<file path="src/rtl/shared_acc_if.sv">
// Request/grant bundle between requesters and the shared accumulator.
// Requesters drive req/data/acc_clr; the arbiter drives the rest.
interface shared_acc_if #(
  parameter int N_REQ = 4,
  parameter int WIDTH = 4
);
  logic [N_REQ-1:0]       req;
  logic [N_REQ*WIDTH-1:0] data;
  logic                   acc_clr;
  logic [N_REQ-1:0]       grant;
  logic [WIDTH-1:0]       acc_out;
  logic                   ovf;
  logic                   busy;

  modport master (
    output req, data, acc_clr,
    input  grant, acc_out, ovf, busy
  );

  modport slave (
    input  req, data, acc_clr,
    output grant, acc_out, ovf, busy
  );
endinterface

</file>
<file path="src/rtl/shared_acc_arbiter.sv">
// Round-robin arbiter feeding one saturating accumulator.
// Each transaction walks IDLE -> GRANT -> UPDATE.
module shared_acc_arbiter #(
  parameter int N_REQ = 4,
  parameter int WIDTH = 4
) (
  input logic         clk,
  input logic         rst,
  shared_acc_if.slave bus
);
  localparam int PW = $clog2(N_REQ);

  typedef enum logic [1:0] {
    IDLE   = 2'b00,
    GRANT  = 2'b01,
    UPDATE = 2'b10
  } state_t;

  state_t           state_q, state_d;
  logic [N_REQ-1:0] grant_q, grant_d;
  logic [PW-1:0]    ptr_q, ptr_d;
  logic [PW-1:0]    win_q, win_d;
  logic [WIDTH-1:0] opnd_q, opnd_d;
  logic [WIDTH-1:0] acc_q, acc_d;
  logic             ovf_q, ovf_d;

  logic             found;
  logic [PW-1:0]    pick;
  logic [PW-1:0]    cand;
  logic [WIDTH-1:0] sel;
  logic [WIDTH:0]   sum;

  // Search upward from the last winner so it gets lowest priority.
  always_comb begin
    found = 1'b0;
    pick  = '0;
    cand  = '0;
    for (int i = 1; i <= N_REQ; i++) begin
      cand = PW'((int'(ptr_q) + i) % N_REQ);
      if (!found && bus.req[cand]) begin
        found = 1'b1;
        pick  = cand;
      end
    end
  end

  always_comb begin
    sel = '0;
    for (int i = 0; i < N_REQ; i++) begin
      if (win_q == PW'(i)) begin
        sel = bus.data[i*WIDTH +: WIDTH];
      end
    end
  end

  assign sum = {1'b0, acc_q} + {1'b0, opnd_q};

  always_comb begin
    state_d = state_q;
    grant_d = '0;
    ptr_d   = ptr_q;
    win_d   = win_q;
    opnd_d  = opnd_q;
    acc_d   = acc_q;
    ovf_d   = ovf_q;
    unique case (state_q)
      IDLE: begin
        if (found) begin
          win_d   = pick;
          grant_d = {{(N_REQ-1){1'b0}}, 1'b1} << pick;
          state_d = GRANT;
        end
      end
      GRANT: begin
        opnd_d  = sel;
        state_d = UPDATE;
      end
      UPDATE: begin
        ptr_d   = win_q;
        state_d = IDLE;
        if (sum[WIDTH]) begin
          acc_d = '1;
          ovf_d = 1'b1;
        end else begin
          acc_d = sum[WIDTH-1:0];
        end
      end
      default: begin
        state_d = IDLE;
      end
    endcase
    // Clear wins over a same-cycle update.
    if (bus.acc_clr) begin
      acc_d = '0;
      ovf_d = 1'b0;
    end
  end

  always_ff @(posedge clk) begin
    if (rst) begin
      state_q <= IDLE;
      grant_q <= '0;
      ptr_q   <= PW'(N_REQ - 1);
      win_q   <= '0;
      opnd_q  <= '0;
      acc_q   <= '0;
      ovf_q   <= 1'b0;
    end else begin
      state_q <= state_d;
      grant_q <= grant_d;
      ptr_q   <= ptr_d;
      win_q   <= win_d;
      opnd_q  <= opnd_d;
      acc_q   <= acc_d;
      ovf_q   <= ovf_d;
    end
  end

  assign bus.grant   = grant_q;
  assign bus.acc_out = acc_q;
  assign bus.ovf     = ovf_q;
  assign bus.busy    = (state_q != IDLE);
endmodule

</file>
<file path="src/flat_wrapper.sv">
// flat-port wrapper written by rule: the top's interface ports become plain ports
module shared_acc_arbiter_flat 
#(
  parameter int N_REQ = 4,
  parameter int WIDTH = 4
)
  (clk, rst, bus_req, bus_data, bus_acc_clr, bus_grant, bus_acc_out, bus_ovf, bus_busy);
  shared_acc_if #(.N_REQ(N_REQ), .WIDTH(WIDTH)) bus_i ();
  input logic clk;
  input logic rst;
  input wire logic [$bits(bus_i.req)-1:0] bus_req;
  input wire logic [$bits(bus_i.data)-1:0] bus_data;
  input wire logic [$bits(bus_i.acc_clr)-1:0] bus_acc_clr;
  output wire logic [$bits(bus_i.grant)-1:0] bus_grant;
  output wire logic [$bits(bus_i.acc_out)-1:0] bus_acc_out;
  output wire logic [$bits(bus_i.ovf)-1:0] bus_ovf;
  output wire logic [$bits(bus_i.busy)-1:0] bus_busy;
  assign bus_i.req = bus_req;
  assign bus_i.data = bus_data;
  assign bus_i.acc_clr = bus_acc_clr;
  assign bus_grant = bus_i.grant;
  assign bus_acc_out = bus_i.acc_out;
  assign bus_ovf = bus_i.ovf;
  assign bus_busy = bus_i.busy;
  shared_acc_arbiter #(.N_REQ(N_REQ), .WIDTH(WIDTH)) u_core (.clk(clk), .rst(rst), .bus(bus_i));
endmodule
</file>
<file path="config.mk">
export PLATFORM = sky130hd
export DESIGN_NAME = shared_acc_arbiter_flat
export DESIGN_NICKNAME = d
export VERILOG_FILES = /design/src/rtl/shared_acc_if.sv /design/src/rtl/shared_acc_arbiter.sv /design/src/flat_wrapper.sv
export SDC_FILE = /design/constraint.sdc
export NUM_CORES = 1
export LEC_CHECK = 0
export CAP_MARGIN = 10
export CORE_UTILIZATION = 48
export CTS_CLUSTER_SIZE = 24
export DETAILED_ROUTE_END_ITERATION = 16
export HOLD_SLACK_MARGIN = 0.08
export PLACE_DENSITY = 0.89
export SLEW_MARGIN = 20
export SYNTH_ARGS = -nofsm -noshare
export SYNTH_HDL_FRONTEND = slang
export SYNTH_SLANG_ARGS = --single-unit
</file>
<file path="constraint.sdc">
create_clock -name clk -period 3 [get_ports clk]
set_input_delay 0.6 -clock clk [delete_from_list [all_inputs] [get_ports clk]]
set_output_delay 0.6 -clock clk [all_outputs]
set_load 0.005 [all_outputs]
</file>
==> results.ini, run 1 <==
[outcome]
status = finished, final reports clean

[detailed_routing]
routed_wl_um = 2200
ant_nets = 0
drtPass1Iterations = 4
drc_errors = 0
initialDrtViolationCount = 16
vias = 875
wire_per_inst_um = 13.5
routed_via_density = 5.37

[die]
die_h_um = 47.8
fp.dieW_um = 47.8
pin_count = 33
row_count = 16
start_util = 0.513
die_area_sq_um = 2290
core_sq_um = 1960

[placed_design]
place_inst = 159
place_area_sq_um = 1330
port_buffers = 32
gp_congestion = 0.767
hpwl_um = 1780

[sta]
finalMaxSlewViolations = 0
rsz0062_at_grt = no
worst_slew_pin_slew_ns = 0.772
period_share = 0.656
tns_ns = 0
max_freq_mhz = 508
setup_viol = 0
finalHoldViolCount = 0
finalCriticalPeriod_ns = 1.97
fin_worst_skew_ns = 0.00786
slew_headroom = 0.484

[yosys]
synth_seq_area_share = 0.378
synth_nets = 133
postSynthCellCount = 105
ys_types = 32
synth_area_sq_um = 1010
synthDominantCellAreaShare = 0.378
synth.area.top_cells = dfxtp_1 38%, mux4_2 8.9%, mux2i_1 6.0%, ha_1 5.0%, nor2_1 4.5%
synth_area_per_cell_sq_um = 9.59
ys_ff_latch = 19
ys.warnings.count = 0
synth_top_cell_by_area = dfxtp_1

[pwr]
ir_worst_vdd_mv = 0.256
power_leakage_nw = 0.567
p_per_area_nw_per_um2 = 411
total_power_mw = 0.559

[critical_path]
crit_required_ns = 2.40
crit_fanout = 3
r2r_setup_slack_ns = 1.32
r2r-start = u_core.bus.acc_out[0]
worst_ep_arrival_time_ns = 1.37
r2r-end = u_core.bus.acc_out[2]
critPathLaunchType = flop
worst-setup-path-type = flop to primary output
endpoint_kind = primary output
ff2ff_path_depth = 7

[clock_network]
h-tree-depth = 1
clk_latency_ns = 0.32
cts_tree = done
cts_setup_buffers = 0
clkTransAtPathRegs_ns = 0.12
max-clock-path-buffers = 2
cts_resized = 0
cts-root-buf = clkbuf_4
numCtsBuffers = 3
cts.sinks = 19
ctsHoldBuffers = 0

[final_layout]
final_cell_mix = 32 x clkdlybuf4s50_1, 19 x dfxtp_1, 12 x nor2_1
final_area_sq_um = 1360
layout.nets = 165
stdcell_count = 163
drive_gt1_frac = 0.0809
areaGrowthSynthToFinish_pct = 35.0
mostFrequentLayoutCell = clkdlybuf4s50_1
fillers = 162
num_antenna_cells = 0

[min_path]
hold_path.class = flop to flop
hold_path_end = u_core.bus.ovf
min_path_cells = 2
hold_start = u_core.bus.ovf

[grt]
antenna_found_initial = 0
overflow = 0
globalRouteTotalUtil = 0.221
grt_pass1_vias = 825
grt_max_degree = 14
grt_first_pass_wirelength_um = 3330

[run]
maxCapViolCount = 0

kinds of logic after synthesis:
family	Yosys count	share of synthesized area
compound gates	22	0.143
xor+xnor	1	0.00870
fa+ha+maj	5	0.0696
buf+inv	11	0.0509
flops	19	0.378
mux	10	0.149
simple gates	37	0.201
how the worst max path moves through the flow:
stage                                  from                    end
after floorplan                  bus_req[1]    u_core.bus.grant[1]
after global placement           bus_req[1]    u_core.bus.grant[2]
after detailed placement                rst  u_core.bus.acc_out[3]
after CTS                 u_core.state_q[1]               bus_busy
after global routing      u_core.state_q[0]               bus_busy
final                     u_core.state_q[1]               bus_busy
Yosys cell counts, drive strengths merged:
| master | n |
|---|---|
| nor4 | 2 |
| a311o | 1 |
| ha | 4 |
| o22ai | 2 |
| o21ai | 5 |
| or2 | 1 |
| clkbuf | 1 |
| a31oi | 4 |
| nor3 | 3 |
| a2bb2oi | 1 |
| a21boi | 1 |
| and3 | 3 |
| a21o | 2 |
| mux2i | 6 |
| fa | 1 |
| mux4 | 4 |
| a211o | 2 |
| nor2 | 12 |
| nand2 | 7 |
| buf | 4 |
| nor2b | 4 |
| nand2b | 4 |
| dfxtp | 19 |
| or3 | 1 |
| a21oi | 3 |
| xor2 | 1 |
| inv | 6 |
| o21bai | 1 |
worst max-delay path, stage by stage, from the launching register on:
cell,delay [ns]
dfxtp_1,0.33
or2_1,0.26
clkdlybuf4s50_1,0.46
registers in the layout (all words and copies together), names as in the netlist:
name	cells
u_core.win_q	2
u_core.ptr_q	2
u_core.opnd_q	4
u_core.bus.acc_out	4
u_core.bus.ovf	1
u_core.bus.grant	4
u_core.state_q	2
power by group:
group	total, mW	internal (mW)	switching [mW]
Sequential	0.285	0.269	0.0163
Combinational	0.136	0.0820	0.0544
Clock	0.138	0.0500	0.0877
Total	0.559	0.401	0.158
area by class of cell:
class	count	area [sq um]	area share
inverters	6	22.5	0.0166
multi-input cells	75	576	0.423
clock inverters	1	5.00	0.00368
well taps	27	33.8	0.0248
flip-flops and latches	19	380	0.280
clock buffers	3	22.5	0.0166
repair buffers	32	320	0.236
through the flow:
stage,worst slack [ns],utilization,hold WS (ns)
2_1_floorplan,1.51,-,0.449
3_3_place_gp,0.954,0.679,0.442
3_5_place_dp,0.890,0.679,0.479
4_1_cts,1.03,0.693,0.502
5_1_grt,0.991,0.693,0.522
6_report,1.03,0.693,0.487
layer usage:
| metal | vias to the layer above | GRT usage | routed length (um) | share of wire |
|---|---|---|---|---|
| met2 | 32 | 0.373 | 1080 | 0.49 |
| li1 | 437 | - | - | - |
| met5 | - | 0 | 0 | 0 |
| met1 | 399 | 0.253 | 939 | 0.43 |
| met3 | 7 | 0.0491 | 113 | 0.051 |
| met4 | 0 | 0.133 | 67 | 0.031 |
Note: power is estimated with default switching activity, not from simulation.
==> run 2, diff against run 1 <==
--- a/config.mk
+++ b/config.mk
@@ -6,11 +6,11 @@
 export NUM_CORES = 1
 export LEC_CHECK = 0
 export CAP_MARGIN = 10
-export CORE_UTILIZATION = 48
+export CORE_UTILIZATION = 45
 export CTS_CLUSTER_SIZE = 24
 export DETAILED_ROUTE_END_ITERATION = 16
 export HOLD_SLACK_MARGIN = 0.08
-export PLACE_DENSITY = 0.89
+export PLACE_DENSITY = 0.85
 export SLEW_MARGIN = 20
 export SYNTH_ARGS = -nofsm -noshare
 export SYNTH_HDL_FRONTEND = slang
==> constraint.sdc (replaced) <==
create_clock -name clk -period 2 [get_ports clk]
set_input_delay 0.4 -clock clk [delete_from_list [all_inputs] [get_ports clk]]
set_output_delay 0.4 -clock clk [all_outputs]
set_load 0.005 [all_outputs]
==> results.ini, run 2 (same netlist as run 1, synthesis figures left out) <==
[grt]
grt_first_pass_wirelength_um = 3670  ; +10%
grt_pass1_vias = 884  ; +7.2%
antenna_found_initial = 0  ; unchanged
grt_max_degree = 13  ; -1
overflow = 0  ; unchanged
globalRouteTotalUtil = 0.198  ; -0.0230

[placed_design]
hpwl_um = 1660  ; -7.2%
port_buffers = 32  ; unchanged
gp_congestion = 0.796  ; +3.7%
pre_cts_slack_ns = 0.0983  ; -0.792 ns
place_inst = 161  ; +1.3%

[sta]
finalHoldViolCount = 0  ; unchanged
finalCriticalPeriod_ns = 1.73
slew_headroom = 0.701  ; +0.217
rsz0062_at_grt = no
setup_viol = 0  ; unchanged
finalMaxSlewViolations = 0  ; unchanged
holdWs_ns = 0.472  ; -0.0158 ns
worst_slack_ns = 0.271  ; -0.760 ns
max_freq_mhz = 578
worst_slew_pin_slew_ns = 0.447  ; -0.325 ns
tns_ns = 0  ; unchanged
fin_worst_skew_ns = 0.00428  ; -0.00359 ns
period_share = 0.865

[clock_network]
numCtsBuffers = 3  ; unchanged
max-clock-path-buffers = 2  ; unchanged
cts.sinks = 19  ; unchanged
cts_setup_buffers = 0  ; unchanged
cts-root-buf = clkbuf_4
clkTransAtPathRegs_ns = 0.11  ; about the same
ctsHoldBuffers = 0  ; unchanged
h-tree-depth = 1  ; unchanged
cts_tree = done
cts_resized = 0  ; unchanged
clk_latency_ns = 0.29  ; -0.03 ns

[detailed_routing]
initialDrtViolationCount = 13  ; -3
routed_via_density = 5.28  ; -1.6%
vias = 872  ; -0.34%
wire_per_inst_um = 12.3  ; -9.0%
drc_errors = 0  ; unchanged
ant_nets = 0  ; unchanged
routed_wl_um = 2020  ; -7.9%
drtPass1Iterations = 4  ; unchanged

[critical_path]
endpoint_kind = primary output
r2r-end = u_core.bus.ovf
path_delay_family = buffers and inverters
worst-setup-path-type = flop to primary output
slowest_stage = clkdlybuf4s50_1
startpoint = u_core.state_q[0]
crit_fanout = 3  ; unchanged
worst_ep_arrival_time_ns = 1.33  ; -0.04 ns
r2r_setup_slack_ns = 0.34  ; -0.98 ns
slowest_delay_ns = 0.46  ; about the same
critPathLaunchType = flop
cp_num_buf_inv = 1  ; unchanged
path_depth = 2  ; unchanged
ff2ff_path_depth = 7  ; unchanged
path_cells = or2_1 -> clkdlybuf4s50_1
r2r-start = u_core.bus.acc_out[0]
crit_required_ns = 1.60  ; -0.80 ns

[die]
fp.dieW_um = 49.3  ; +3.1%
die_h_um = 49.3  ; +3.1%
start_util = 0.493  ; -0.0201
core_sq_um = 2040  ; +4.1%
pin_count = 33  ; unchanged
row_count = 16  ; unchanged
die_area_sq_um = 2430  ; +6.4%

[final_layout]
final_cell_mix = 32 x clkdlybuf4s50_1, 19 x dfxtp_1, 12 x nor2_1
layout.nets = 167  ; +1.2%
areaGrowthSynthToFinish_pct = 36.5
num_antenna_cells = 0  ; unchanged
stdcell_count = 165  ; +1.2%
final_util = 0.673  ; -0.0198
drive_gt1_frac = 0.0942  ; +0.0133
mostFrequentLayoutCell = clkdlybuf4s50_1

[min_path]
hold_path.class = flop to flop
min_path_cells = 2  ; unchanged
hold_start = u_core.bus.ovf
hold_path_end = u_core.bus.ovf

[pwr]
ir_worst_vdd_mv = 0.356  ; +39%
p_per_area_nw_per_um2 = 599  ; +46%
power_leakage_nw = 0.578  ; +1.8%

[run]
maxCapViolCount = 0  ; unchanged

[outcome]
status = finished, final reports clean

-- run 2: metrics by stage --
| stage | area, sq um | power (mW) |
|---|---|---|
| 2_1_floorplan | 1010 | 0.557 |
| 3_3_place_gp | 1350 | 0.635 |
| 3_5_place_dp | 1350 | 0.642 |
| 4_1_cts | 1380 | 0.833 |
| 5_1_grt | 1380 | 0.873 |
| 6_report | 1380 | 0.824 |
-- run 2: cell type report --
cell class	count	area [sq um]
Sequential cell	19	380
Clock inverter	1	5.00
Clock buffer	3	22.5
Timing Repair Buffer	34	335
Fill cell	188	667
Inverter	6	22.5
Tap cell	27	33.8
Multi-Input combinational cell	75	576
-- run 2: worst max path at each step --
| stage | endpoint | slack, ns |
|---|---|---|
| 6_report | bus_busy | 0.27 |
| 5_1_grt | u_core.bus.ovf | 0.19 |
| 4_1_cts | bus_busy | 0.25 |
| 3_5_place_dp | u_core.bus.grant[2] | 0.1 |
| 3_3_place_gp | u_core.bus.grant[1] | 0.17 |
| 2_1_floorplan | u_core.bus.ovf | 0.54 |
-- run 2: tightest hold or removal path: cells and delay by family (launching register included) --
| kind | cells | cell delay (ns) |
|---|---|---|
| DFF | 1 | 0.34 |
| AOI/OAI and AO/OA | 1 | 0.06 |
| and+or+nand+nor | 1 | 0.04 |
-- run 2: layer usage --
| metal | track usage | wire length, um | vias to the layer above |
|---|---|---|---|
| li1 | - | - | 438 |
| met1 | 0.240 | 914 | 406 |
| met2 | 0.342 | 998 | 24 |
| met3 | 0.0280 | 76 | 4 |
| met4 | 0.0882 | 32 | 0 |
| met5 | 0 | 0 | - |
-- run 2: where the power goes --
part	switching, mW	internal (mW)	leakage (nW)	total [mW]
sequential	0.0239	0.403	0.155	0.427
clock	0.118	0.0745	0.0177	0.192
combinational	0.0794	0.125	0.405	0.205
total	0.221	0.603	0.578	0.824
==> run 3, diff against run 2 <==
--- a/config.mk
+++ b/config.mk
@@ -5,8 +5,9 @@
 export SDC_FILE = /design/constraint.sdc
 export NUM_CORES = 1
 export LEC_CHECK = 0
+export ABC_AREA = 1
 export CAP_MARGIN = 10
-export CORE_UTILIZATION = 45
+export CORE_UTILIZATION = 47
 export CTS_CLUSTER_SIZE = 24
 export DETAILED_ROUTE_END_ITERATION = 16
 export HOLD_SLACK_MARGIN = 0.08
==> results.ini, run 3 <==
[outcome]
status = finished, final reports clean

[yosys]
ys_ff_latch = 19  ; unchanged
synth_area_sq_um = 1180  ; +17%
ys.flop_type = dfxtp_1
synth_compound_area_frac = 0.140  ; -0.00317
ys_types = 25  ; -22%
synth_top_cell_by_area = dfxtp_1
synth_nets = 200  ; +50%
synth_common_cells = 40 x nand2_1, 22 x inv_1, 19 x dfxtp_1
synth_seq_area_share = 0.322  ; -0.0559
synth_top_family_by_area = simple AND/OR/NAND/NOR gates
async_flop_share = 0  ; unchanged
synth.area.top_cells = dfxtp_1 32%, nand2_1 13%, inv_1 7.0%, nand3_1 5.5%, o21ai_0 5.5%
synth_area_per_cell_sq_um = 6.87  ; -28%
synthMuxAreaShare = 0  ; -0.149
yosysMostFrequentCell = nand2_1
synth_simple_gate_area_share = 0.360  ; +0.159
ys.warnings.count = 0  ; unchanged
synth_edf_count = 0  ; unchanged
synth_adder_area_share = 0.0593  ; -0.0103
postSynthCellCount = 172  ; +64%
synth_xor_area_frac = 0.0148  ; +0.00612
synthDominantCellAreaShare = 0.322  ; -0.0559

[clock_network]
cts_setup_buffers = 0  ; unchanged
cts.sinks = 19  ; unchanged
clkTransAtPathRegs_ns = 0.11  ; about the same
cts_resized = 0  ; unchanged
numCtsBuffers = 3  ; unchanged
cts_tree = done
clk_latency_ns = 0.29  ; about the same
max-clock-path-buffers = 2  ; unchanged
cts-root-buf = clkbuf_4
h-tree-depth = 1  ; unchanged
ctsHoldBuffers = 0  ; unchanged

[final_layout]
final_cell_mix = 40 x nand2_1, 32 x clkdlybuf4s50_1, 22 x inv_1, 19 x dfxtp_1, 15 x nor2_1
fillers = 201  ; +6.9%
num_antenna_cells = 0  ; unchanged
drive_gt1_frac = 0.121  ; +0.0266
layout.nets = 236  ; +41%
mostFrequentLayoutCell = nand2_1
areaGrowthSynthToFinish_pct = 31.6

[critical_path]
crit_required_ns = 1.60  ; about the same
critPathLaunchType = flop
worst_ep_arrival_time_ns = 1.46  ; +0.13 ns
ff2ff_path_depth = 6  ; -1
r2r-end = u_core.bus.acc_out[3]
r2r_setup_slack_ns = 0.31  ; -0.03 ns
endpoint_kind = primary output
worst-setup-path-type = flop to primary output
r2r-start = u_core.bus.acc_out[0]
endpoint = bus_busy
startpoint = u_core.state_q[1]
crit_fanout = 3  ; unchanged

[sta]
period_share = 0.930  ; +0.0656
rsz0062_at_grt = no
tns_ns = 0  ; unchanged
finalHoldViolCount = 0  ; unchanged
fin_worst_skew_ns = 0.00553  ; +0.00125 ns
slew_headroom = 0.691  ; -0.0102
finalCriticalPeriod_ns = 1.86  ; +0.131 ns
worst_slew_pin_slew_ns = 0.463  ; +0.0156 ns
max_freq_mhz = 538  ; -7.0%
setup_viol = 0  ; unchanged
finalMaxSlewViolations = 0  ; unchanged

[pwr]
power_leakage_nw = 0.734  ; +27%
ir_worst_vdd_mv = 0.444  ; +25%
p_per_area_nw_per_um2 = 696  ; +16%
total_power_mw = 1.08  ; +32%

[detailed_routing]
routed_via_density = 5.11  ; -3.4%
routed_wl_um = 2630  ; +30%
wire_per_inst_um = 11.2  ; -8.8%
initialDrtViolationCount = 22  ; +9
drc_errors = 0  ; unchanged
drtPass1Iterations = 4  ; unchanged
vias = 1200  ; +38%
ant_nets = 0  ; unchanged

[grt]
globalRouteTotalUtil = 0.232  ; +0.0346
overflow = 0  ; unchanged
grt_pass1_vias = 1168  ; +32%
grt_first_pass_wirelength_um = 4800  ; +31%
grt_max_degree = 11  ; -2
antenna_found_initial = 0  ; unchanged

[die]
die_area_sq_um = 2720  ; +12%
core_sq_um = 2300  ; +12%
pin_count = 33  ; unchanged
start_util = 0.515  ; +0.0214
row_count = 17  ; +1
die_h_um = 52.2  ; +5.8%
fp.dieW_um = 52.2  ; +5.8%

[placed_design]
hpwl_um = 2160  ; +30%
gp_congestion = 0.883  ; +11%
port_buffers = 32  ; unchanged

[run]
maxCapViolCount = 0  ; unchanged

[min_path]
hold_path.class = flop to flop

[run 3: worst min-delay path by stage]
stage	from	to	slack, ns	depth (start not counted)
after global routing	u_core.state_q[0]	u_core.state_q[1]	0.53	2
final	u_core.state_q[0]	u_core.state_q[1]	0.49	2
after global placement	u_core.state_q[0]	u_core.state_q[1]	0.48	2
after CTS	u_core.state_q[0]	u_core.state_q[1]	0.48	2
after detailed placement	u_core.state_q[0]	u_core.state_q[1]	0.47	2
after floorplan	u_core.state_q[0]	u_core.state_q[1]	0.45	2
[run 3: layout make-up]
type,instances,area [sq um],share of cell area
inverters,27,109,0.0699
flip-flops and latches,19,380,0.244
repair buffers,33,328,0.211
multi-input cells,124,678,0.436
clock buffers,4,26.3,0.0169
well taps,28,35.0,0.0225
[run 3: logic make-up (layout without fill, tap and decap cells)]
kind of cell	count (synthesis)	in the layout
AOI/OAI and AO/OA	30	30
xor gates and xnor gates	2	2
adders and majority gates	5	5
buffers and inverters	29	64
DFF	19	19
and+or+nand+nor	87	87
[run 3: worst max-delay path, cell delays in order (launching register included)]
cell and delay [ns]:
dfxtp_1 0.33, nor2_1 0.31, inv_1 0.08, clkdlybuf4s50_1 0.45
[run 3: metal layers]
layer / part of all wire / global-route usage / vias to the layer above
met5: 0 / 0 / -
met4: 0.0095 / 0.0570 / 0
met2: 0.48 / 0.410 / 39
met3: 0.041 / 0.0292 / 4
li1: - / - / 628
met1: 0.47 / 0.296 / 529
[run 3: stage by stage]
stage	setup WS (ns)	std cells	cell area, sq um	util	hold slack (ns)
2_1_floorplan	0.534	172	1180	-	0.452
3_3_place_gp	0.209	231	1530	0.666	0.475
3_5_place_dp	0.145	231	1530	0.666	0.473
4_1_cts	0.150	235	1560	0.678	0.483
5_1_grt	0.0609	235	1560	0.678	0.528
6_report	0.140	235	1560	0.678	0.486
[run 3: where the power goes]
part / internal (mW) / switching [mW]
logic: 0.185 / 0.237
registers: 0.423 / 0.0423
clock network: 0.0775 / 0.119
